==> src/rtl/rv32_pkg.sv <==
// Shared RV32I decode definitions: opcodes, instruction field positions,
// immediate formats and small decode helpers used by the decode/issue slice.
package rv32_pkg;

    localparam logic [6:0] OPC_LUI    = 7'b0110111;
    localparam logic [6:0] OPC_AUIPC  = 7'b0010111;
    localparam logic [6:0] OPC_JAL    = 7'b1101111;
    localparam logic [6:0] OPC_JALR   = 7'b1100111;
    localparam logic [6:0] OPC_BRANCH = 7'b1100011;
    localparam logic [6:0] OPC_LOAD   = 7'b0000011;
    localparam logic [6:0] OPC_STORE  = 7'b0100011;
    localparam logic [6:0] OPC_OP_IMM = 7'b0010011;
    localparam logic [6:0] OPC_OP     = 7'b0110011;

    localparam int OPC_LSB = 0;
    localparam int OPC_MSB = 6;
    localparam int RD_LSB  = 7;
    localparam int RD_MSB  = 11;
    localparam int RS1_LSB = 15;
    localparam int RS1_MSB = 19;
    localparam int RS2_LSB = 20;
    localparam int RS2_MSB = 24;

    typedef enum logic [2:0] {
        IMM_I,
        IMM_S,
        IMM_B,
        IMM_U,
        IMM_J,
        IMM_NONE
    } imm_fmt_e;

    // Immediate format implied by the opcode; OP and unknown opcodes carry none.
    function automatic imm_fmt_e fmt_of(input logic [6:0] opc);
        case (opc)
            OPC_LUI, OPC_AUIPC:             return IMM_U;
            OPC_JAL:                        return IMM_J;
            OPC_JALR, OPC_LOAD, OPC_OP_IMM: return IMM_I;
            OPC_STORE:                      return IMM_S;
            OPC_BRANCH:                     return IMM_B;
            default:                        return IMM_NONE;
        endcase
    endfunction

    // rs1 is read by I/S/B formats and by register-register OP.
    function automatic logic uses_rs1(input imm_fmt_e fmt, input logic [6:0] opc);
        return (fmt == IMM_I) || (fmt == IMM_S) || (fmt == IMM_B) || (opc == OPC_OP);
    endfunction

    // rs2 is read by S/B formats and by register-register OP.
    function automatic logic uses_rs2(input imm_fmt_e fmt, input logic [6:0] opc);
        return (fmt == IMM_S) || (fmt == IMM_B) || (opc == OPC_OP);
    endfunction

    // Instruction produces a register result that is not discarded into x0.
    function automatic logic rd_writes(input logic [31:0] instr);
        logic [6:0] opc;
        opc = instr[OPC_MSB:OPC_LSB];
        return (opc inside {OPC_LUI, OPC_AUIPC, OPC_JAL, OPC_JALR,
                            OPC_LOAD, OPC_OP_IMM, OPC_OP})
               && (instr[RD_MSB:RD_LSB] != 5'd0);
    endfunction

endpackage

==> src/rtl/rv32_imm_gen.sv <==
// Combinational immediate generator: classifies the instruction format and
// produces the RV32I immediate sign-extended to XLEN (zero for no format).
module rv32_imm_gen
    import rv32_pkg::*;
#(
    parameter int XLEN = 32
) (
    input  logic [31:0]     instr,
    output imm_fmt_e        fmt,
    output logic [XLEN-1:0] imm
);

    logic [31:0] imm32;

    // Format follows directly from the opcode.
    always_comb begin
        fmt = fmt_of(instr[OPC_MSB:OPC_LSB]);
    end

    // Reassemble the scattered immediate bits for each format.
    always_comb begin
        imm32 = 32'd0;
        case (fmt)
            IMM_I:   imm32 = {{20{instr[31]}}, instr[31:20]};
            IMM_S:   imm32 = {{20{instr[31]}}, instr[31:25], instr[11:7]};
            IMM_B:   imm32 = {{19{instr[31]}}, instr[31], instr[7],
                              instr[30:25], instr[11:8], 1'b0};
            IMM_U:   imm32 = {instr[31:12], 12'd0};
            IMM_J:   imm32 = {{11{instr[31]}}, instr[31], instr[19:12],
                              instr[20], instr[30:21], 1'b0};
            default: imm32 = 32'd0;
        endcase
        imm = XLEN'($signed(imm32));
    end

endmodule

==> src/rtl/rv32_decode_issue.sv <==
// Decode/issue stage: drives register-file read selects, holds one
// instruction in D while its operands return, blocks RAW/WAW hazards with a
// pending-write scoreboard and hands operand bundles to execute.
module rv32_decode_issue
    import rv32_pkg::*;
#(
    parameter int XLEN = 32,
    parameter int NREG = 32
) (
    input  logic            clk,
    input  logic            rst_n,
    input  logic            if_valid,
    output logic            if_ready,
    input  logic [31:0]     if_instr,
    input  logic [XLEN-1:0] if_pc,
    output logic [4:0]      rf_sel_s1,
    output logic [4:0]      rf_sel_s2,
    input  logic [XLEN-1:0] rf_rdata1,
    input  logic [XLEN-1:0] rf_rdata2,
    input  logic            wb_valid,
    input  logic [4:0]      wb_rd,
    input  logic            flush,
    output logic            ex_valid,
    input  logic            ex_ready,
    output logic [XLEN-1:0] ex_pc,
    output logic [31:0]     ex_instr,
    output logic [XLEN-1:0] ex_rs1_val,
    output logic [XLEN-1:0] ex_rs2_val,
    output logic [XLEN-1:0] ex_imm,
    output logic [4:0]      ex_rd,
    output logic            ex_rd_wr
);

    logic            d_valid_q, d_valid_d;
    logic [XLEN-1:0] d_pc_q, d_pc_d;
    logic [31:0]     d_instr_q, d_instr_d;
    logic            stale1_q, stale1_d, stale2_q, stale2_d, staled_q, staled_d;
    logic [NREG-1:0] pending_q, pending_d;

    logic            ex_valid_q, ex_valid_d;
    logic [XLEN-1:0] ex_pc_q, ex_pc_d, ex_rs1_q, ex_rs1_d, ex_rs2_q, ex_rs2_d;
    logic [XLEN-1:0] ex_imm_q, ex_imm_d;
    logic [31:0]     ex_instr_q, ex_instr_d;
    logic [4:0]      ex_rd_q, ex_rd_d;
    logic            ex_rd_wr_q, ex_rd_wr_d;

    logic            d_issue, d_rd_wr, capture;
    logic [4:0]      d_rd, cand_rd;
    logic [31:0]     sel_instr;
    imm_fmt_e        d_fmt, sel_fmt;
    logic [XLEN-1:0] d_imm;

    rv32_imm_gen #(.XLEN(XLEN)) u_imm_gen (
        .instr (d_instr_q),
        .fmt   (d_fmt),
        .imm   (d_imm)
    );

    // A register is stale if an older write is outstanding and not landing
    // this cycle, or the instruction issuing right now is about to claim it.
    function automatic logic is_stale(input logic [4:0] r, input logic [NREG-1:0] pend,
                                      input logic wb_v, input logic [4:0] wb_r,
                                      input logic iss_wr, input logic [4:0] iss_rd);
        return (r != 5'd0) && ((pend[r] && !(wb_v && (wb_r == r))) ||
                               (iss_wr && (iss_rd == r)));
    endfunction

    // Issue/accept handshakes, RF select mux and stale-flag evaluation.
    always_comb begin
        d_rd      = d_instr_q[RD_MSB:RD_LSB];
        d_rd_wr   = rd_writes(d_instr_q);
        d_issue   = d_valid_q && !stale1_q && !stale2_q && !staled_q &&
                    (!ex_valid_q || ex_ready) && !flush;
        if_ready  = !d_valid_q || d_issue;
        capture   = if_valid && if_ready && !flush;
        // A stalled instruction keeps re-reading so it sees the bypassed value.
        sel_instr = (d_valid_q && !d_issue) ? d_instr_q : if_instr;
        sel_fmt   = fmt_of(sel_instr[OPC_MSB:OPC_LSB]);
        rf_sel_s1 = uses_rs1(sel_fmt, sel_instr[OPC_MSB:OPC_LSB]) ?
                    sel_instr[RS1_MSB:RS1_LSB] : 5'd0;
        rf_sel_s2 = uses_rs2(sel_fmt, sel_instr[OPC_MSB:OPC_LSB]) ?
                    sel_instr[RS2_MSB:RS2_LSB] : 5'd0;
        cand_rd   = rd_writes(sel_instr) ? sel_instr[RD_MSB:RD_LSB] : 5'd0;
        stale1_d  = is_stale(rf_sel_s1, pending_q, wb_valid, wb_rd, d_issue && d_rd_wr, d_rd);
        stale2_d  = is_stale(rf_sel_s2, pending_q, wb_valid, wb_rd, d_issue && d_rd_wr, d_rd);
        staled_d  = is_stale(cand_rd,   pending_q, wb_valid, wb_rd, d_issue && d_rd_wr, d_rd);
    end

    // D register next state: flush kills, capture refills, issue drains.
    always_comb begin
        d_valid_d = d_valid_q;
        d_pc_d    = d_pc_q;
        d_instr_d = d_instr_q;
        if (flush) begin
            d_valid_d = 1'b0;
        end else if (capture) begin
            d_valid_d = 1'b1;
            d_pc_d    = if_pc;
            d_instr_d = if_instr;
        end else if (d_issue) begin
            d_valid_d = 1'b0;
        end
    end

    // Output bundle register: load on issue, drop on handoff or flush.
    always_comb begin
        ex_valid_d = ex_valid_q;
        ex_pc_d    = ex_pc_q;
        ex_instr_d = ex_instr_q;
        ex_rs1_d   = ex_rs1_q;
        ex_rs2_d   = ex_rs2_q;
        ex_imm_d   = ex_imm_q;
        ex_rd_d    = ex_rd_q;
        ex_rd_wr_d = ex_rd_wr_q;
        if (d_issue) begin
            ex_valid_d = 1'b1;
            ex_pc_d    = d_pc_q;
            ex_instr_d = d_instr_q;
            ex_rs1_d   = uses_rs1(d_fmt, d_instr_q[OPC_MSB:OPC_LSB]) ? rf_rdata1 : '0;
            ex_rs2_d   = uses_rs2(d_fmt, d_instr_q[OPC_MSB:OPC_LSB]) ? rf_rdata2 : '0;
            ex_imm_d   = d_imm;
            ex_rd_d    = d_rd;
            ex_rd_wr_d = d_rd_wr;
        end else if (ex_valid_q && (ex_ready || flush)) begin
            ex_valid_d = 1'b0;
        end
    end

    // Scoreboard: writebacks and flushed bundles clear, issue sets (set wins).
    always_comb begin
        pending_d = pending_q;
        if (wb_valid) begin
            pending_d[wb_rd] = 1'b0;
        end
        if (flush && ex_valid_q && !ex_ready && ex_rd_wr_q) begin
            pending_d[ex_rd_q] = 1'b0;
        end
        if (d_issue && d_rd_wr) begin
            pending_d[d_rd] = 1'b1;
        end
        pending_d[0] = 1'b0;
    end

    // State registers with asynchronous active-low reset.
    always_ff @(posedge clk or negedge rst_n) begin
        if (!rst_n) begin
            d_valid_q  <= 1'b0;
            d_pc_q     <= '0;
            d_instr_q  <= '0;
            stale1_q   <= 1'b0;
            stale2_q   <= 1'b0;
            staled_q   <= 1'b0;
            pending_q  <= '0;
            ex_valid_q <= 1'b0;
            ex_pc_q    <= '0;
            ex_instr_q <= '0;
            ex_rs1_q   <= '0;
            ex_rs2_q   <= '0;
            ex_imm_q   <= '0;
            ex_rd_q    <= '0;
            ex_rd_wr_q <= 1'b0;
        end else begin
            d_valid_q  <= d_valid_d;
            d_pc_q     <= d_pc_d;
            d_instr_q  <= d_instr_d;
            stale1_q   <= stale1_d;
            stale2_q   <= stale2_d;
            staled_q   <= staled_d;
            pending_q  <= pending_d;
            ex_valid_q <= ex_valid_d;
            ex_pc_q    <= ex_pc_d;
            ex_instr_q <= ex_instr_d;
            ex_rs1_q   <= ex_rs1_d;
            ex_rs2_q   <= ex_rs2_d;
            ex_imm_q   <= ex_imm_d;
            ex_rd_q    <= ex_rd_d;
            ex_rd_wr_q <= ex_rd_wr_d;
        end
    end

    assign ex_valid   = ex_valid_q;
    assign ex_pc      = ex_pc_q;
    assign ex_instr   = ex_instr_q;
    assign ex_rs1_val = ex_rs1_q;
    assign ex_rs2_val = ex_rs2_q;
    assign ex_imm     = ex_imm_q;
    assign ex_rd      = ex_rd_q;
    assign ex_rd_wr   = ex_rd_wr_q;

endmodule

==> config.mk <==
export PLATFORM = sky130hd
export DESIGN_NAME = rv32_decode_issue
export DESIGN_NICKNAME = d
export VERILOG_FILES = /design/src/rtl/rv32_pkg.sv /design/src/rtl/rv32_imm_gen.sv /design/src/rtl/rv32_decode_issue.sv
export SDC_FILE = /design/constraint.sdc
export NUM_CORES = 1
export LEC_CHECK = 0
export BUFFER_PORTS_ARGS = -buffer_cell sky130_fd_sc_hd__buf_2
export CAP_MARGIN = 0
export CORE_ASPECT_RATIO = 2
export CORE_MARGIN = 2
export CORE_UTILIZATION = 54
export DETAILED_ROUTE_END_ITERATION = 12
export PLACE_DENSITY = 0.78
export SYNTH_ARGS = -nofsm -noshare
export SYNTH_HDL_FRONTEND = slang
export SYNTH_HIERARCHICAL = 1
export SYNTH_SLANG_ARGS = --single-unit
==> constraint.sdc <==
create_clock -name clk -period 3.35 [get_ports clk]
set_clock_uncertainty 0.15 [all_clocks]
set_input_delay 0.335 -clock clk [delete_from_list [all_inputs] [get_ports clk]]
set_output_delay 0.335 -clock clk [all_outputs]
set_load 0.01 [all_outputs]
==> flow_summary.ini, run 1 <==
[routing]
drt_iter0_drc = 811
firstDrtPassIters = 7
antenna_left = 0
remaining_drc_errors = 0
viasPerCell = 6.31
routed_wl_um = 46300
wl_per_cell_um = 26.1
via_count = 11200

[timing]
finalSetupTns_ns = 0
period_share_pct = 98.3
setup_viol = 0
max_slew.worst_pin.slew_ns = 0.902
holdWs_ns = 0.0265
max_freq_mhz = 304
finalCriticalPeriod_ns = 3.29
hold_viol_final = 0
slew_violations = 0
slew_headroom_pct = 39.9
rsz0062_at_grt = no

[die]
core_area_mm2 = 0.0226
die_area_mm2 = 0.0244
dieWidth_um = 111
floorplan.rows = 78
die_h_um = 219
start_util_pct = 55.1
io_pins = 317

[yosys]
syn_nets = 1147
synth_edf_count = 0
ys_seq_elements = 261
synth-main-ff-cell = dfrtp_1
synth_top_area_cell = dfrtp_1
synth_seq_area_share_pct = 52.4
synth.most_common_cell = dfrtp_1
synth.area.top_cells = dfrtp_1 52%, mux2_2 15%, a22o_1 4.8%
syn_inst = 1008
synth_area_per_cell_um2 = 12.4
ys_async_sr_fraction_pct = 100
synthTopCellsByCount = 261 x dfrtp_1, 168 x mux2_2, 68 x a22o_1
synth_cell_types = 86
syn_area_mm2 = 0.0125
yosysTopAreaCellShare_pct = 52.4
ys_warn_count = 6

[run_status]
status = finished, final reports clean

[worst_hold_path]
hp-class = in -> reg

[power]
switchingPower_uw = 2880
ir_drop_mv = 0.531
seq_power_share_pct = 45.6
p_leak_uw = 0.00808
swShare_pct = 31.1
power_per_cell_area_mw_per_mm2 = 552
totalPowerFinal_uw = 9260
pwr-share-clk_pct = 31.1
p_int_uw = 6380
combPwrFrac_pct = 23.3

[place]
port_buffers = 316
place_congestion = 1.06
postPlaceCellArea_mm2 = 0.0146
hpwl_um = 30900

[global_routing]
grt_max_degree = 104
track_usage_pct = 37.4
grt.overflow.total = 0
grt_pass1_wl_um = 69600
grt_pass1_vias = 11800
grt_antenna_before_repair = 4

[worst_setup_path]
cp-start-kind = flop
r2r_slack_ns = 0.19
end_kind = output port
required_ns = 2.86
crit_fanout = 8
arrival_ns = 2.81
critical_path_class = reg -> out

[clock_tree]
cts_buffer_depth = 3
h-tree-depth = 1
cts_buffers = 24
clk_latency_ns = 0.53
root_buffer = clkbuf_16
cts_sinks = 261
cts_tree = done
clkSlewWorstSetupHoldPaths_ns = 0.07

[finish]
nNetsFinal = 1610
design_area_mm2 = 0.0168
drive_gt1_share_pct = 42.0
area_growth_syn_to_layout_pct = 34.5
utilization_pct = 74.1

[flow_run]
max_cap_viol_count = 0
-- per-stage QoR --
| stage | worst slack [ns] | cells |
|---|---|---|
| final | 0.0582 | 1771 |
| after floorplan | 0.322 | 1008 |
| after global routing | 0.00829 | 1770 |
| after CTS | 0.00903 | 1766 |
| after detailed placement | 0.0724 | 1593 |
| after global placement | 0.0978 | 1593 |
-- registers in the layout, indices dropped and copies added (netlist names) --
| signal | count |
|---|---|
| ex_instr | 32 |
| d_pc_q | 32 |
| ex_rs1_val | 32 |
| ex_rs2_val | 32 |
| ex_imm | 32 |
| pending_q | 31 |
| ex_pc | 32 |
| stale1_q | 1 |
| staled_q | 1 |
| d_valid_q | 1 |
| ex_valid | 1 |
| d_instr_q | 32 |
| ex_rd_wr | 1 |
| stale2_q | 1 |
-- final cells by class --
cell class / count / area (um^2)
Sequential cell: 261 / 6530
Fill cell: 1471 / 5860
Multi-Input combinational cell: 666 / 5630
Timing Repair Buffer: 505 / 3390
Clock buffer: 36 / 717
Tap cell: 280 / 350
Clock inverter: 8 / 103
Inverter: 13 / 53.8
Antenna cell: 2 / 5.00
-- layout by cell type, fill, tap and decap left out, drive strengths merged, types with 4 or more instances in the layout --
cell         count
or3              6
o221ai          31
a2111oi          4
a211oi           6
nor2            22
and2             4
dfrtp          261
a22o            68
nand3b          14
nand4            7
nor3             9
inv             15
nand2           52
o21ai           49
a31oi            6
a32oi            4
xor2            10
buf            376
mux2           173
or3b             5
a21o            11
nand2b           8
dlygate4sd3    129
o2bb2ai         12
a21oi           23
nand3           18
clkbuf          36
a22oi            4
mux2i           33
xnor2           18
nor2b           11
-- layer usage --
metal | up-vias | track usage, % | routed length [um]
li1 | 4731 | - | -
met2 | 634 | 65.3 | 24000
met1 | 5580 | 40.4 | 15200
met4 | 6 | 25.9 | 3730
met5 | - | 0 | 34
met3 | 228 | 7.62 | 3340
-- kinds of logic after synthesis --
family	after synthesis	synth area share, %
buf+inv	81	2.97
mux	206	18.6
flops	261	52.4
compound gates	254	16.2
simple gates	178	7.95
xor+xnor	28	1.97
-- final timing paths --
check	start	to	depth (start not counted)
setup reg to reg	stale1_q$_DFF_PN0_	stale1_q$_DFF_PN0_	10
hold / removal	if_instr[7]	d_instr_q[7]$_DFFE_PN0P_	2
setup / recovery	stale1_q$_DFF_PN0_	rf_sel_s1[0]	8
hold reg to reg	ex_instr[20]$_DFFE_PN0P_	ex_instr[20]$_DFFE_PN0P_	1
max in group asynchronous	rst_n	ex_rs1_val[22]$_DFFE_PN0P_	3
min in group asynchronous	rst_n	d_instr_q[22]$_DFFE_PN0P_	2
-- power by group through the flow --
| stage | Clock (uW) | Sequential [uW] | Combinational (uW) |
|---|---|---|---|
| global placement | 0 | 4200 | 1930 |
| detailed placement | 0 | 4230 | 1980 |
| floorplan | 0 | 4210 | 981 |
| finish | 2880 | 4230 | 2150 |
| CTS | 2870 | 4190 | 2100 |
| global route | 3020 | 4270 | 2300 |
-- critical path: stages, from the launching register on --
cell	delay [ns]
dfrtp_1	0.38
or3_1	0.45
o31a_4	0.38
buf_4	0.21
mux2_1	0.38
nand2b_4	0.12
inv_2	0.04
buf_4	0.15
buf_2	0.14
-- timing repair --
item / 4_1_cts / 5_1_grt
endpoints found under the hold margin: 226 / 0
setup endpoints to repair: 7 / 5
buffers inserted: 0 / 3
gates resized for setup: 2 / 6
hold buffers: 129 / 0
(Power assumes the default switching activity.)
==> run 2: changes to the inputs <==
--- a/config.mk
+++ b/config.mk
@@ -11,6 +11,7 @@
 export CORE_MARGIN = 2
 export CORE_UTILIZATION = 54
 export DETAILED_ROUTE_END_ITERATION = 12
+export GPL_TIMING_DRIVEN = 0
 export PLACE_DENSITY = 0.78
 export SYNTH_ARGS = -nofsm -noshare
 export SYNTH_HDL_FRONTEND = slang
==> run 2 against run 1 <==
Compared with the run above: die area stayed put; flip-flop and latch count stayed put; setup slack worse by 0.051 ns; critical path depth is 4 higher; maximum frequency is 1.5% lower; combinational power is 6% higher; wire length is 4.3% higher; sequential power is 3% lower; core utilization is 0.50 points higher; register-to-register slack worse by 0.18 ns; clock power hardly changed; first-iteration DRC count is 5.8% higher; largest power group unchanged; highest routed layer is now met4.
==> flow_summary.ini, run 2 (synthesis results as in run 1) <==
[run_status]
status = finished, final reports clean

[routing]
antenna_left = 0
viasPerCell = 6.20
routed_wl_um = 48200
remaining_drc_errors = 0
firstDrtPassIters = 8
via_count = 11100
wl_per_cell_um = 26.9
drt_iter0_drc = 858

[finish]
nNetsFinal = 1636
drive_gt1_share_pct = 40.5
area_growth_syn_to_layout_pct = 35.4
design_area_mm2 = 0.0169
layout_commonest_cell = buf_2
layout.cells.most_common_list = 317 x buf_2, 261 x dfrtp_1, 169 x mux2_2

[place]
postPlaceCellArea_mm2 = 0.0145
hpwl_um = 32500
port_buffers = 313
place_congestion = 1.06

[worst_setup_path]
arrival_ns = 3.58
cp-start-kind = flop
required_ns = 3.59
cp_slowest_cell = mux2_2
end_kind = flop
critPathTopFamily = compound AO/OA/AOI/OAI gates
cp_num_buf_inv = 3
critPathMaxStageDelay_ns = 0.40
crit_chain = or3_1 -> o31a_1 -> buf_6 -> mux2_1 -> buf_2 -> nand2b_4 -> inv_2 -> mux2_2 -> o211ai_2 -> a32oi_2 -> o21ai_4 -> o31ai_2
crit_fanout = 9
critical_path_class = reg -> reg

[die]
die_h_um = 219
core_area_mm2 = 0.0226
dieWidth_um = 111
die_area_mm2 = 0.0244
io_pins = 317
start_util_pct = 55.1
floorplan.rows = 78

[power]
totalPowerFinal_uw = 9250
p_leak_uw = 0.00802
ir_drop_mv = 0.525
power_per_cell_area_mw_per_mm2 = 548

[global_routing]
track_usage_pct = 39.0
grt_pass1_vias = 12000
grt.overflow.total = 0
grt_max_degree = 115
grt_antenna_before_repair = 0
grt_pass1_wl_um = 71600

[timing]
hold_viol_final = 0
period_share_pct = 99.8
max_freq_mhz = 299
max_slew.worst_pin.slew_ns = 1.02
rsz0062_at_grt = yes
slew_headroom_pct = 32.3
finalCriticalPeriod_ns = 3.34
setup_viol = 0
finalSetupTns_ns = 0
slew_violations = 0

[clock_tree]
h-tree-depth = 1
cts_tree = done
cts_sinks = 261
cts_buffer_depth = 3
clkSlewWorstSetupHoldPaths_ns = 0.07
root_buffer = clkbuf_16
clk_latency_ns = 0.52
cts_buffers = 23

[worst_hold_path]
hp-class = in -> reg

[flow_run]
max_cap_viol_count = 0
-- run 2: final cells by class --
class / instances / area, um^2
Inverter: 13 / 53.8
Clock inverter: 17 / 210
Antenna cell: 2 / 5.00
Buffer: 68 / 330
Sequential cell: 261 / 6530
Fill cell: 1528 / 5750
Timing Repair Buffer: 464 / 3110
Multi-Input combinational cell: 666 / 5710
Tap cell: 280 / 350
Clock buffer: 24 / 589
-- run 2: where the power goes --
group          leakage [uW]  internal, uW  switching (uW)
clock network      0.000384          1610            1260
logic               0.00428          1080            1190
registers           0.00336          3670             442
total               0.00802          6360            2890
-- run 2: final timing paths --
path | start | endpoint | slack, ns | depth (start not counted)
worst max-delay path | stale1_q$_DFF_PN0_ | stale1_q$_DFF_PN0_ | 0.007 | 12
worst min-delay path | if_instr[24] | d_instr_q[24]$_DFFE_PN0P_ | 0.05 | 2
worst max register to register | stale1_q$_DFF_PN0_ | stale1_q$_DFF_PN0_ | 0.007 | 12
worst min register to register | ex_instr[23]$_DFFE_PN0P_ | ex_instr[23]$_DFFE_PN0P_ | 0.35 | 1
max in group asynchronous | rst_n | ex_rs2_val[19]$_DFFE_PN0P_ | 2.01 | 3
min in group asynchronous | rst_n | d_instr_q[17]$_DFFE_PN0P_ | 0.15 | 2
-- run 2: stage by stage --
| stage | utilization (%) | setup slack [ns] | hold slack, ns | cells |
|---|---|---|---|---|
| after global placement | 63.6 | -2.76 | 0.332 | 1601 |
| after CTS | 73.9 | -0.0637 | 0.0142 | 1787 |
| after detailed placement | 63.8 | -0.748 | 0.112 | 1603 |
| after global routing | 74.6 | -0.0811 | 0.0681 | 1793 |
| after floorplan | - | 0.322 | -0.111 | 1008 |
| final | 74.6 | 0.00715 | 0.0535 | 1795 |
-- run 2: layer usage --
layer,share of wire (%),global-route usage (%),routed length (um)
met2,51,66.9,24500
met3,6.5,8.34,3150
met4,10,35.2,5050
met1,32,39.4,15600
met5,0,0,0
-- run 2: what timing repair did --
action / 4_1_cts / 5_1_grt
resized for setup: 13 / 18
hold buffers: 131 / 0
buffers inserted: 12 / 6
endpoints found under the setup margin: 10 / 9
hold endpoints to repair: 172 / 0
pin swaps: 4 / 6
==> run 3: changes to the inputs <==
--- a/config.mk
+++ b/config.mk
@@ -7,12 +7,15 @@
 export LEC_CHECK = 0
 export BUFFER_PORTS_ARGS = -buffer_cell sky130_fd_sc_hd__buf_2
 export CAP_MARGIN = 0
+export CELL_PAD_IN_SITES_DETAIL_PLACEMENT = 1
+export CELL_PAD_IN_SITES_GLOBAL_PLACEMENT = 2
 export CORE_ASPECT_RATIO = 2
 export CORE_MARGIN = 2
-export CORE_UTILIZATION = 54
+export CORE_UTILIZATION = 35
 export DETAILED_ROUTE_END_ITERATION = 12
+export GPL_ROUTABILITY_DRIVEN = 1
 export GPL_TIMING_DRIVEN = 0
-export PLACE_DENSITY = 0.78
+export PLACE_DENSITY = 0.87
 export SYNTH_ARGS = -nofsm -noshare
 export SYNTH_HDL_FRONTEND = slang
 export SYNTH_HIERARCHICAL = 1
==> run 3 against run 2 <==
Compared with the run above: sequential power about the same; count of clock-buffer cells in the layout up 10; die area up 53%; sequential share of layout area down 0.45 points; setup slack better by 0.042 ns; flip-flop and latch count unchanged; maximum frequency up 1.3%; total power up 0.73%; critical endpoint is now stale2_q$_DFF_PN0_.
==> flow_summary.ini, run 3 (synthesis results as in run 1) <==
[timing]
setup_ws_ns = 0.0496
setup_viol = 0
hold_viol_final = 0
finalCriticalPeriod_ns = 3.30
rsz0062_at_grt = yes
max_freq_mhz = 303
slew_violations = 0
slew_headroom_pct = 33.3
max_slew.worst_pin.slew_ns = 1.00
period_share_pct = 98.5

[routing]
antenna_left = 0
wl_per_cell_um = 25.9
remaining_drc_errors = 0
via_count = 10900
viasPerCell = 5.54
firstDrtPassIters = 5
routed_wl_um = 51000
drt_iter0_drc = 437

[worst_setup_path]
crit_chain = or3_1 -> o31a_1 -> buf_6 -> clkbuf_4 -> and2_1 -> a22oi_2 -> inv_2 -> xnor2_1 -> nand4_1 -> o31ai_1
cp-start-kind = flop
critPathMaxStageDelay_ns = 0.61
end_kind = flop
arrival_ns = 3.50
required_ns = 3.55
cp_num_buf_inv = 3
critical_path_class = reg -> reg
critPathTopFamily = compound AO/OA/AOI/OAI gates
cp_slowest_cell = o31ai_1
crit_fanout = 10

[finish]
area_growth_syn_to_layout_pct = 37.1
nNetsFinal = 1638
nFillCells = 3748
layout_commonest_cell = buf_2
finalNonFillerCells = 1966
design_area_mm2 = 0.0171
drive_gt1_share_pct = 40.1
layout.cells.most_common_list = 317 x buf_2, 259 x dfrtp_1, 168 x mux2_2
multi_input_area_mm2 = 0.00570
seqCellArea_mm2 = 0.00653
utilization_pct = 48.7

[global_routing]
grt_max_degree = 123
grt_antenna_before_repair = 4
grt_pass1_vias = 12100
track_usage_pct = 27.5
grt_pass1_wl_um = 76000
grt.overflow.total = 0

[clock_tree]
cts_buffers = 25
h-tree-depth = 1
root_buffer = clkbuf_16
cts_buffer_depth = 3
clkSlewWorstSetupHoldPaths_ns = 0.07
cts_sinks = 261
clk_latency_ns = 0.54
cts_tree = done

[worst_hold_path]
hp-class = in -> async

[place]
dp_cells = 1768
dpl_worst_slack_ns = -0.347
place_congestion = 0.928
postPlaceCellArea_mm2 = 0.0147
hpwl_um = 35800
port_buffers = 313

[power]
power_per_cell_area_mw_per_mm2 = 545
totalPowerFinal_uw = 9320
ir_drop_mv = 0.460
p_leak_uw = 0.00802

[die]
dieWidth_um = 137
die_area_mm2 = 0.0373
start_util_pct = 35.6
die_h_um = 271
core_area_mm2 = 0.0351
io_pins = 317
floorplan.rows = 97

[flow_run]
max_cap_viol_count = 0

[run_status]
status = finished, final reports clean
run 3: changes by cell type in the layout (fill, tap and decap cells not counted), sizes merged, moves of 2 or more:
cell,before,now
bufinv,4,2
clkinv,8,6
buf,354,352
diode,2,4
clkbuf,71,82
run 3: metrics by stage:
step / TNS (ns) / hold slack (ns)
CTS: -0.841 / 0.0747
floorplan: 0 / -0.111
detailed placement: -0.630 / 0.0495
finish: 0 / 0.0805
global placement: -758.93 / 0.332
global route: -0.0556 / 0.0961
run 3: layout make-up:
cell class	instances	area share, %
buffer	68	1.90
timing repair buffer	464	18.1
clock buffer	34	4.15
antenna	4	0.0585
inverter	13	0.315
multi-input combinational	666	33.3
sequential	261	38.2
tap	445	3.26
clock inverter	11	0.681
run 3: repair_timing:
action,CTS,global route
endpoints found under the hold margin,391,0
endpoints found under the setup margin,9,42
setup buffers,2,15
gates resized for setup,4,25
hold buffers,132,0
pin swaps,1,5
run 3: per-layer routing:
layer,vias up,global-route usage [%],part of all wire (%)
met5,-,0,0
met4,0,18.0,7.5
met3,172,3.60,4.1
met2,419,50.9,55
met1,5532,27.8,33
li1,4774,-,-
run 3: worst paths after layout:
| path | start | to | slack, ns | cells after the start |
|---|---|---|---|---|
| worst min register to register | ex_rs2_val[9]$_DFFE_PN0P_ | ex_rs2_val[9]$_DFFE_PN0P_ | 0.35 | 1 |
| worst max register to register | stale1_q$_DFF_PN0_ | stale2_q$_DFF_PN0_ | 0.05 | 10 |
| worst min-delay path | rst_n | d_instr_q[17]$_DFFE_PN0P_ | 0.08 | 2 |
| worst max-delay path | stale1_q$_DFF_PN0_ | stale2_q$_DFF_PN0_ | 0.05 | 10 |
| max in group asynchronous | rst_n | ex_rs2_val[2]$_DFFE_PN0P_ | 2.05 | 3 |
| min in group clk | wb_valid | stale1_q$_DFF_PN0_ | 0.25 | 4 |
run 3: where the power goes:
group	internal [uW]	switching [uW]	leakage, uW
sequential	3680	431	0.00336
combinational	1080	1230	0.00426
clock	1640	1260	0.000401
total	6400	2920	0.00802
